===== src/rtl/mem_access.sv =====
// mem_access: load/store stage between the ALU and the data SRAM port.
// Builds byte enables and lane-replicated store data, runs a req/ack
// handshake with the SRAM, and sign/zero-extends returned load data.
// The upstream pipeline is stalled until the access completes.
// Optional feature macro: MEM_ADDR_EXCEPT_EN. When defined, misaligned
// accesses issue no request and raise adel_o/ades_o with badvaddr_o.
// When undefined, the low address bits are used as-is.
module mem_access #(
    parameter int ADDR_W = 32,
    parameter int DATA_W = 32   // only 32 is supported: lanes are fixed at 4 bytes
) (
    input  logic              clk,
    input  logic              rst,
    input  logic              valid_i,
    input  logic [7:0]        alucontrol_i,
    input  logic [ADDR_W-1:0] addr_i,
    input  logic [DATA_W-1:0] wdata_i,
    input  logic              flush_i,
    output logic              stall_o,
    output logic              done_o,
    output logic [DATA_W-1:0] rdata_o,
    output logic              mem_req_o,
    output logic [3:0]        mem_wen_o,
    output logic [ADDR_W-1:0] mem_addr_o,
    output logic [DATA_W-1:0] mem_wdata_o,
    input  logic              mem_ack_i,
    input  logic [DATA_W-1:0] mem_rdata_i,
    output logic              adel_o,
    output logic              ades_o,
    output logic [ADDR_W-1:0] badvaddr_o
);

    // Load/store opcodes shared with the ALU decode (EXE_*_OP).
    localparam logic [7:0] EXE_LB_OP  = 8'b1110_0000;
    localparam logic [7:0] EXE_LH_OP  = 8'b1110_0001;
    localparam logic [7:0] EXE_LW_OP  = 8'b1110_0011;
    localparam logic [7:0] EXE_LBU_OP = 8'b1110_0100;
    localparam logic [7:0] EXE_LHU_OP = 8'b1110_0101;
    localparam logic [7:0] EXE_SB_OP  = 8'b1110_1000;
    localparam logic [7:0] EXE_SH_OP  = 8'b1110_1001;
    localparam logic [7:0] EXE_SW_OP  = 8'b1110_1011;

    typedef enum logic {IDLE = 1'b0, BUSY = 1'b1} state_e;
    typedef enum logic [1:0] {SZ_B = 2'd0, SZ_H = 2'd1, SZ_W = 2'd2} size_e;

    state_e state_q, state_d;

    // Decoded view of the incoming instruction
    logic              is_load;
    logic              is_store;
    logic              sext;
    size_e             size;
    logic              memop;
    logic              misaligned;
    logic              start;
    logic [1:0]        lane;
    logic [3:0]        wen_n;
    logic [DATA_W-1:0] wdata_n;

    // Access latched at accept time and held through BUSY
    logic              load_q;
    logic              sext_q;
    size_e             size_q;
    logic [1:0]        lane_q;
    logic [ADDR_W-1:0] addr_q;
    logic [3:0]        wen_q;
    logic [DATA_W-1:0] wdata_q;
    logic              capture;

    // Completion side
    logic              kill_q, kill_d;
    logic              done_q, done_d;
    logic [DATA_W-1:0] rdata_q, rdata_d;
    logic [7:0]        ld_byte;
    logic [15:0]       ld_half;
    logic [DATA_W-1:0] ld_ext;

    assign lane = addr_i[1:0];

    // Classify the ALU opcode into access direction, size and extension.
    always_comb begin
        // NOTE: every signal driven here gets a default first, so no path leaves it unassigned and no latch is inferred.
        is_load  = 1'b0;
        is_store = 1'b0;
        sext     = 1'b0;
        size     = SZ_W;
        case (alucontrol_i)
            EXE_LB_OP:  begin is_load  = 1'b1; sext = 1'b1; size = SZ_B; end
            EXE_LBU_OP: begin is_load  = 1'b1;              size = SZ_B; end
            EXE_LH_OP:  begin is_load  = 1'b1; sext = 1'b1; size = SZ_H; end
            EXE_LHU_OP: begin is_load  = 1'b1;              size = SZ_H; end
            EXE_LW_OP:  begin is_load  = 1'b1;              size = SZ_W; end
            EXE_SB_OP:  begin is_store = 1'b1;              size = SZ_B; end
            EXE_SH_OP:  begin is_store = 1'b1;              size = SZ_H; end
            EXE_SW_OP:  begin is_store = 1'b1;              size = SZ_W; end
            default:    ;
        endcase
    end

    assign memop = is_load | is_store;

`ifdef MEM_ADDR_EXCEPT_EN
    assign misaligned = ((size == SZ_W) && (lane != 2'b00)) ||
                        ((size == SZ_H) && lane[0]);
`else
    assign misaligned = 1'b0;
`endif

    assign start = valid_i & memop & ~flush_i & ~misaligned;

    // Byte enables and lane-replicated store data; loads write nothing.
    always_comb begin
        wen_n   = 4'b0000;
        wdata_n = wdata_i;
        if (is_store) begin
            case (size)
                SZ_B: begin
                    wen_n   = 4'b0001 << lane;
                    wdata_n = {4{wdata_i[7:0]}};
                end
                SZ_H: begin
                    wen_n   = lane[1] ? 4'b1100 : 4'b0011;
                    wdata_n = {2{wdata_i[15:0]}};
                end
                default: wen_n = 4'b1111;
            endcase
        end
    end

    // Pick the addressed byte/halfword from the returned word and extend it.
    always_comb begin
        case (lane_q)
            2'd0:    ld_byte = mem_rdata_i[7:0];
            2'd1:    ld_byte = mem_rdata_i[15:8];
            2'd2:    ld_byte = mem_rdata_i[23:16];
            default: ld_byte = mem_rdata_i[31:24];
        endcase
        ld_half = lane_q[1] ? mem_rdata_i[31:16] : mem_rdata_i[15:0];
        case (size_q)
            SZ_B:    ld_ext = sext_q ? {{24{ld_byte[7]}}, ld_byte} : {24'd0, ld_byte};
            SZ_H:    ld_ext = sext_q ? {{16{ld_half[15]}}, ld_half} : {16'd0, ld_half};
            default: ld_ext = mem_rdata_i;
        endcase
    end

    // Next state, stall, and completion decisions.
    always_comb begin
        state_d = state_q;
        stall_o = 1'b0;
        capture = 1'b0;
        kill_d  = kill_q;
        done_d  = 1'b0;
        rdata_d = rdata_q;
        case (state_q)
            IDLE: begin
                if (start) begin
                    stall_o = 1'b1;
                    capture = 1'b1;
                    kill_d  = 1'b0;
                    state_d = BUSY;
                end
            end
            BUSY: begin
                // An issued request cannot be withdrawn; a flush only hides its result.
                if (flush_i) begin
                    kill_d = 1'b1;
                end
                if (mem_ack_i) begin
                    state_d = IDLE;
                    if (!(kill_q || flush_i)) begin
                        done_d = 1'b1;
                        if (load_q) begin
                            rdata_d = ld_ext;
                        end
                    end
                end else begin
                    stall_o = 1'b1;
                end
            end
            default: state_d = IDLE;
        endcase
    end

    // State register.
    always_ff @(posedge clk) begin
        // NOTE: sequential state is written with non-blocking assignments only, so every flop samples pre-edge values.
        if (rst) begin
            state_q <= IDLE;
        end else begin
            state_q <= state_d;
        end
    end

    // Access latch and completion registers.
    always_ff @(posedge clk) begin
        if (rst) begin
            // NOTE: datapath registers are reset as well, because the SRAM-side and result outputs they drive must read 0 after reset.
            load_q  <= 1'b0;
            sext_q  <= 1'b0;
            size_q  <= SZ_B;
            lane_q  <= 2'b00;
            addr_q  <= '0;
            wen_q   <= 4'b0000;
            wdata_q <= '0;
            kill_q  <= 1'b0;
            done_q  <= 1'b0;
            rdata_q <= '0;
        end else begin
            if (capture) begin
                load_q  <= is_load;
                sext_q  <= sext;
                size_q  <= size;
                lane_q  <= lane;
                addr_q  <= {addr_i[ADDR_W-1:2], 2'b00};
                wen_q   <= wen_n;
                wdata_q <= wdata_n;
            end
            kill_q  <= kill_d;
            done_q  <= done_d;
            rdata_q <= rdata_d;
        end
    end

    assign mem_req_o   = (state_q == BUSY);
    assign mem_wen_o   = wen_q;
    assign mem_addr_o  = addr_q;
    assign mem_wdata_o = wdata_q;
    assign done_o      = done_q;
    assign rdata_o     = rdata_q;

`ifdef MEM_ADDR_EXCEPT_EN
    logic              exc_fire;
    logic              adel_q;
    logic              ades_q;
    logic [ADDR_W-1:0] badvaddr_q;

    // Only an instruction arriving in IDLE can fault; BUSY holds the accepted one.
    assign exc_fire = (state_q == IDLE) & valid_i & memop & ~flush_i & misaligned;

    // One-cycle address-error pulses with the faulting address held.
    always_ff @(posedge clk) begin
        if (rst) begin
            adel_q     <= 1'b0;
            ades_q     <= 1'b0;
            badvaddr_q <= '0;
        end else begin
            adel_q <= exc_fire & is_load;
            ades_q <= exc_fire & is_store;
            if (exc_fire) begin
                badvaddr_q <= addr_i;
            end
        end
    end

    assign adel_o     = adel_q;
    assign ades_o     = ades_q;
    assign badvaddr_o = badvaddr_q;
`else
    assign adel_o     = 1'b0;
    assign ades_o     = 1'b0;
    assign badvaddr_o = '0;
`endif

endmodule


===== config.mk =====
export PLATFORM = sky130hd
export DESIGN_NAME = mem_access
export DESIGN_NICKNAME = d
export VERILOG_FILES = /design/src/rtl/mem_access.sv
export SDC_FILE = /design/constraint.sdc
export NUM_CORES = 1
export LEC_CHECK = 0
export CORE_ASPECT_RATIO = 0.7
export CORE_MARGIN = 3
export CORE_UTILIZATION = 41
export DETAILED_ROUTE_END_ITERATION = 16
export HOLD_SLACK_MARGIN = 0.05
export PLACE_DENSITY = 0.87
export SYNTH_ARGS = -nofsm -noshare
export SYNTH_HDL_FRONTEND = slang
export SYNTH_SLANG_ARGS = --single-unit

===== constraint.sdc =====
create_clock -name clk -period 1.74 [get_ports clk]
set_input_delay 0.261 -clock clk [delete_from_list [all_inputs] [get_ports clk]]
set_output_delay 0.261 -clock clk [all_outputs]
set_load 0.05 [all_outputs]

# [Word level (Yosys, flattened, before mapping)]
# Index checks and enable logic that the tools add are counted.
[word_totals] wordCells=67 out_inout_bits=137 regBits=107 input_bits=109
[op_classes] reduce_logical=12 bitwise_logic=7 muxes=22 eq_ne=14 shifts=1
[op_table] operator="one-hot mux 32 bit (2 select lines)" count=2
[op_table] operator="2-to-1 mux 32 bit" count=3
[op_table] operator="equality test 8 bit (second input constant)" count=8
[op_table] operator="one-hot mux 8 bit (3 select lines)" count=1
[op_table] operator="2-to-1 mux 16 bit" count=1
[op_table] operator="OR reduction 3 bit" count=4
[op_table] operator="2-to-1 mux 1 bit" count=9
[op_table] operator="2-to-1 mux 4 bit" count=2
[op_table] operator="one-hot mux 4 bit (2 select lines)" count=1
[op_table] operator="equality test 2 x 1 -> 1 bit (second input constant)" count=3
[op_table] operator="logical NOT 2 bit" count=3
[op_table] operator="OR reduction 5 bit" count=1
[op_table] operator="!= test 2 bit (second input constant)" count=2
[op_table] operator="NOT 1 bit" count=4
[op_table] operator="one-hot mux 1 bit (2 select lines)" count=2
[op_table] operator="one-hot mux 2 bit (2 select lines)" count=1
[op_table] operator="AND reduction 4 bit" count=1
[op_table] operator="left shift 1 x 2 -> 4 bit (first input constant)" count=1
[op_table] operator="AND 1 bit" count=2
[op_table] operator="equality test 2 bit (second input constant)" count=1
[op_table] operator="AND reduction 2 bit" count=1
[op_table] operator="OR reduction 2 bit" count=1
[op_table] operator="logical OR 1 bit" count=1
[op_table] operator="OR 1 bit" count=1

# [Depth between registers and ports, before layout]
[logic_depth] depth_word=8 ltp_mapped=8 depth_no_buf=4

# [Worst setup path after synthesis]
# No wires, ideal clock.
[synth_path] path_kind="reg-to-reg" from="register state_q, in the netlist mem_req_o" to="register state_q, in the netlist mem_req_o" synth_period_minus_slack_ps=2208 t_required_ps=1671 arrival_ps=2139 path_buffers=0 stages_incl_launch_ff=4 setup_slack_ps=-468 cell_sequence="dfxtp_1 inv_1 o21ai_0 nor2b_1"
[synth_via] elab_chain_len=2
[synth_lines] item="from (decl)" line="46" rtl="state_e state_q, state_d;"
[synth_lines] item="from (signal assigned)" line="190" rtl="state_q <= state_d;"
[synth_lines] item="NOT 1 bit"
[synth_lines] item="one-hot mux 1 bit (2 select lines) (*)"
[synth_lines] item="named net stall_o" line="19" rtl="output logic stall_o,"
# Mark *: on every way through the listed nets, which the timed path passes. The rest lies on a longest branch.
# A chain may end at the register's enable or synchronous reset.

# [Worst setup path in the final report]
[layout_path] from="input port alucontrol_i[7]" to="output port stall_o"
[layout_via] elab_chain_len=8
[layout_lines] item="from (decl)" line="15" rtl="input logic [7:0] alucontrol_i,"
[layout_lines] item="equality test 8 bit" line="87" rtl="case (alucontrol_i)"
[layout_lines] item="OR reduction 5 bit (no line) / OR reduction 3 bit (equally long branches)"
[layout_lines] item="2-to-1 mux 1 bit" line="87"
[layout_lines] item="OR 1 bit (*)" line="100" rtl="assign memop = is_load | is_store;"
[layout_lines] item="AND 1 bit (*) (2 in a row)" line="109" rtl="assign start = valid_i & memop & ~flush_i & ~misaligned;"
[layout_lines] item="2-to-1 mux 1 bit (*)" line="156" rtl="if (start) begin"
[layout_lines] item="one-hot mux 1 bit (2 select lines) (*)" line="154" rtl="case (state_q)"
[layout_lines] item="to (decl)" line="19"
# Every way passes the cells marked *; elsewhere a longest branch is shown, timed or not.

==> metrics.cfg <==
[sta]
setup_viol=1
finalCritPeriodShare_pct=101
finalMaxSlewViolations=0
fmax_mhz=569
rsz0062_at_grt=true
skew_ns=0.00659
fin_ws_ns=-0.0178
slew_headroom_pct=66.1
layout_min_cycle_time_ns=1.76
tightest_slew_ns=0.511
hold_viol_final=0

[yosys]
seq_area_frac_synth_pct=42.9
synth_async_sr_flop_share_pct=0
netlist_instances=612
synth.distinct_cells=42
ys.flop_type=dfxtp_1
synth_top_cell_area_share_pct=42.9
syn_area_sq_um=4990
synth_seq_cells=107
synth_area_leader_cell=dfxtp_1
syn_avg_cell_area_sq_um=8.15
synth_warnings=0
synth.area.top_cells=dfxtp_1 (43%), nand2_1 (9.7%), a21oi_1 (7.3%), buf_4 (5.7%), a211oi_1 (5.4%)
synth_edf_count=0

[placed_design]
placement.cell_area_sq_um=7050
gp_congestion=0.910
dp_hpwl_um=12000
port-buffer-count=209

[global_routing]
grt_usage_pct=22.1
grt_antenna_before_repair=0
grt_pass1_wl_um=23800
first_global_vias=4716
grt.overflow.total=0
grt_max_degree=44

[cells_and_area]
final_nets=932
antenna-diode-count=0
layout_commonest_cell=nand2_1
final_core_util_pct=62.2
drive_gt1_share_pct=20.2
areaGrowthSynthToFinish_pct=47.1
layout_common_cells=nand2_1 (129), buf_4 (120), dfxtp_1 (106)
stdcell_area_sq_um=7340

[die]
core_sq_um=11800
die_area_sq_um=13600
chipHeight_um=98.3
std_cell_rows=33
die_w_um=138
start_util_pct=42.3
ios=246

[setup_path]
rr_startpoint=mem_req_o
crit_buf_inv=3
reg2reg_slack_ns=0.10
critical_path_class=input pin to output port
slowest_stage=clkdlybuf4s50_1
startpoint=alucontrol_i[7]
slowest_delay_ns=0.46
cp.arrival_ns=1.50
crit_chain=clkdlybuf4s50_1 > and4b_1 > buf_6 > o2111ai_4 > o21ai_4 > buf_12
setup.worst_path.end_class=output port
worst-path-max-fanout=5
cp-start-kind=input pin
critPathRequiredTime_ns=1.48
cp_top_family=buffers and inverters

[pwr]
p_sw_w=0.00134
power_density_nw_per_um2=690
power_frac_comb_pct=13.5
leakagePower_nw=2.83
fin_total_pwr_w=0.00507
p_int_w=0.00373
ir_drop_mv=0.494
power_frac_clock_pct=38.0
switching_share_pct=26.3
seqPwrFrac_pct=48.5

[run_status]
violations=negative setup slack
outcome=complete, but fails checks

[clocking]
holdBufCountCts=0
clkSinkCount=107
clk_pin_slew_worst_paths_ns=0.07
htreeDepth=3
root_buffer=clkbuf_16
clk_latency_ns=0.34
cts_tree=yes
cts_buffers=9
cts_buffer_depth=2

[routing]
first_pass_iters=4
drt-initial-drc-count=288
route.detailed.drc=0
wl_per_cell_um=15.8
routed_wl_um=15600
routed_via_density=5.05
ant_nets=0
vias=4971

[worst_hold_path]
hold_path.class=input pin to flop
hp-start=rst

[flow_run]
maxCapViolCount=0

-- routing by layer --
| layer | GRT usage (%) | vias to the layer above | share of wire [%] |
|---|---|---|---|
| li1 | - | 2478 | - |
| met1 | 30.0 | 2256 | 44 |
| met2 | 33.9 | 214 | 45 |
| met3 | 7.67 | 23 | 10 |
| met4 | 4.86 | 0 | 1.5 |
| met5 | 0 | - | 0 |
-- Yosys cell counts, types with 3 or more instances --
cell / n
a211oi_2: 4
a211oi_1: 36
nor2_1: 47
nor2b_1: 12
dfxtp_1: 107
inv_1: 5
a31o_2: 8
clkbuf_1: 24
mux2i_1: 19
o211ai_1: 16
nor3_1: 3
a21oi_1: 73
nand2_1: 129
buf_2: 17
a22oi_1: 7
o21ai_0: 3
nand3_1: 26
a21o_1: 7
buf_4: 38
-- metrics by stage --
step	hold slack [ns]	std cells	worst slack, ns	TNS, ns
CTS	0.329	984	-0.0415	-0.0415
finish	0.346	985	-0.0178	-0.0178
global placement	0.440	966	-0.191	-14.32
global route	0.360	985	-0.0949	-0.0949
detailed placement	0.443	966	-0.269	-17.55
floorplan	0.397	647	0.0398	0
-- cell families (layout without fill, tap and decap cells) --
family	Yosys count	after routing	synth area share, %
and+or+nand+nor	230	230	20.1
AOI/OAI and AO/OA	166	166	22.2
DFF	107	107	42.9
buffers and inverters	89	270	10.8
muxes	19	19	3.81
other	1	36	0.0752
-- flip-flops by register name, indices dropped and copies added, names as in the netlist --
register     count
done_o           1
mem_addr_o      30
rdata_o         32
load_q           1
kill_q           1
size_q           2
sext_q           1
mem_req_o        1
mem_wen_o        4
lane_q           2
mem_wdata_o     32
-- repair_timing --
action	in CTS	in global routing
setup endpoints to repair	14	2
resized for setup	21	3
pin swaps	3	2
setup buffers	2	1
-- area by class of cell --
cell class / instances / area [sq um]
multi-input cells: 451 / 2460
flip-flops and latches: 107 / 2150
fillers: 1100 / 4470
inverters: 5 / 18.8
well taps: 157 / 196
clock buffers: 9 / 225
clock inverters: 7 / 51.3
repair buffers: 249 / 2240
-- worst register-to-register path, cell delays in order, from the launching register on --
cell and delay (ns):
dfxtp_4 0.36, nor3b_4 0.23, buf_4 0.15, o2111a_2 0.26, buf_12 0.22, nor2_1 0.07
a211oi_1 0.25
-- worst paths after layout --
check                                  endpoint  cells past startpoint
worst max-delay path                    stall_o                      6
worst min-delay path               mem_wen_o[3]                      2
worst max register to register  mem_wdata_o[19]                      6
worst min register to register  mem_wdata_o[11]                      2
-- power groups by stage --
stage	registers [W]	clock network [W]	logic [W]
final	0.00246	0.00193	0.000685
after global routing	0.00246	0.00208	0.000723
after CTS	0.00246	0.00199	0.000681
after detailed placement	0.00252	0	0.000681
after global placement	0.00252	0	0.000677
after floorplan	0.00254	0	0.000364
Note: power is estimated with default switching activity, not from simulation.
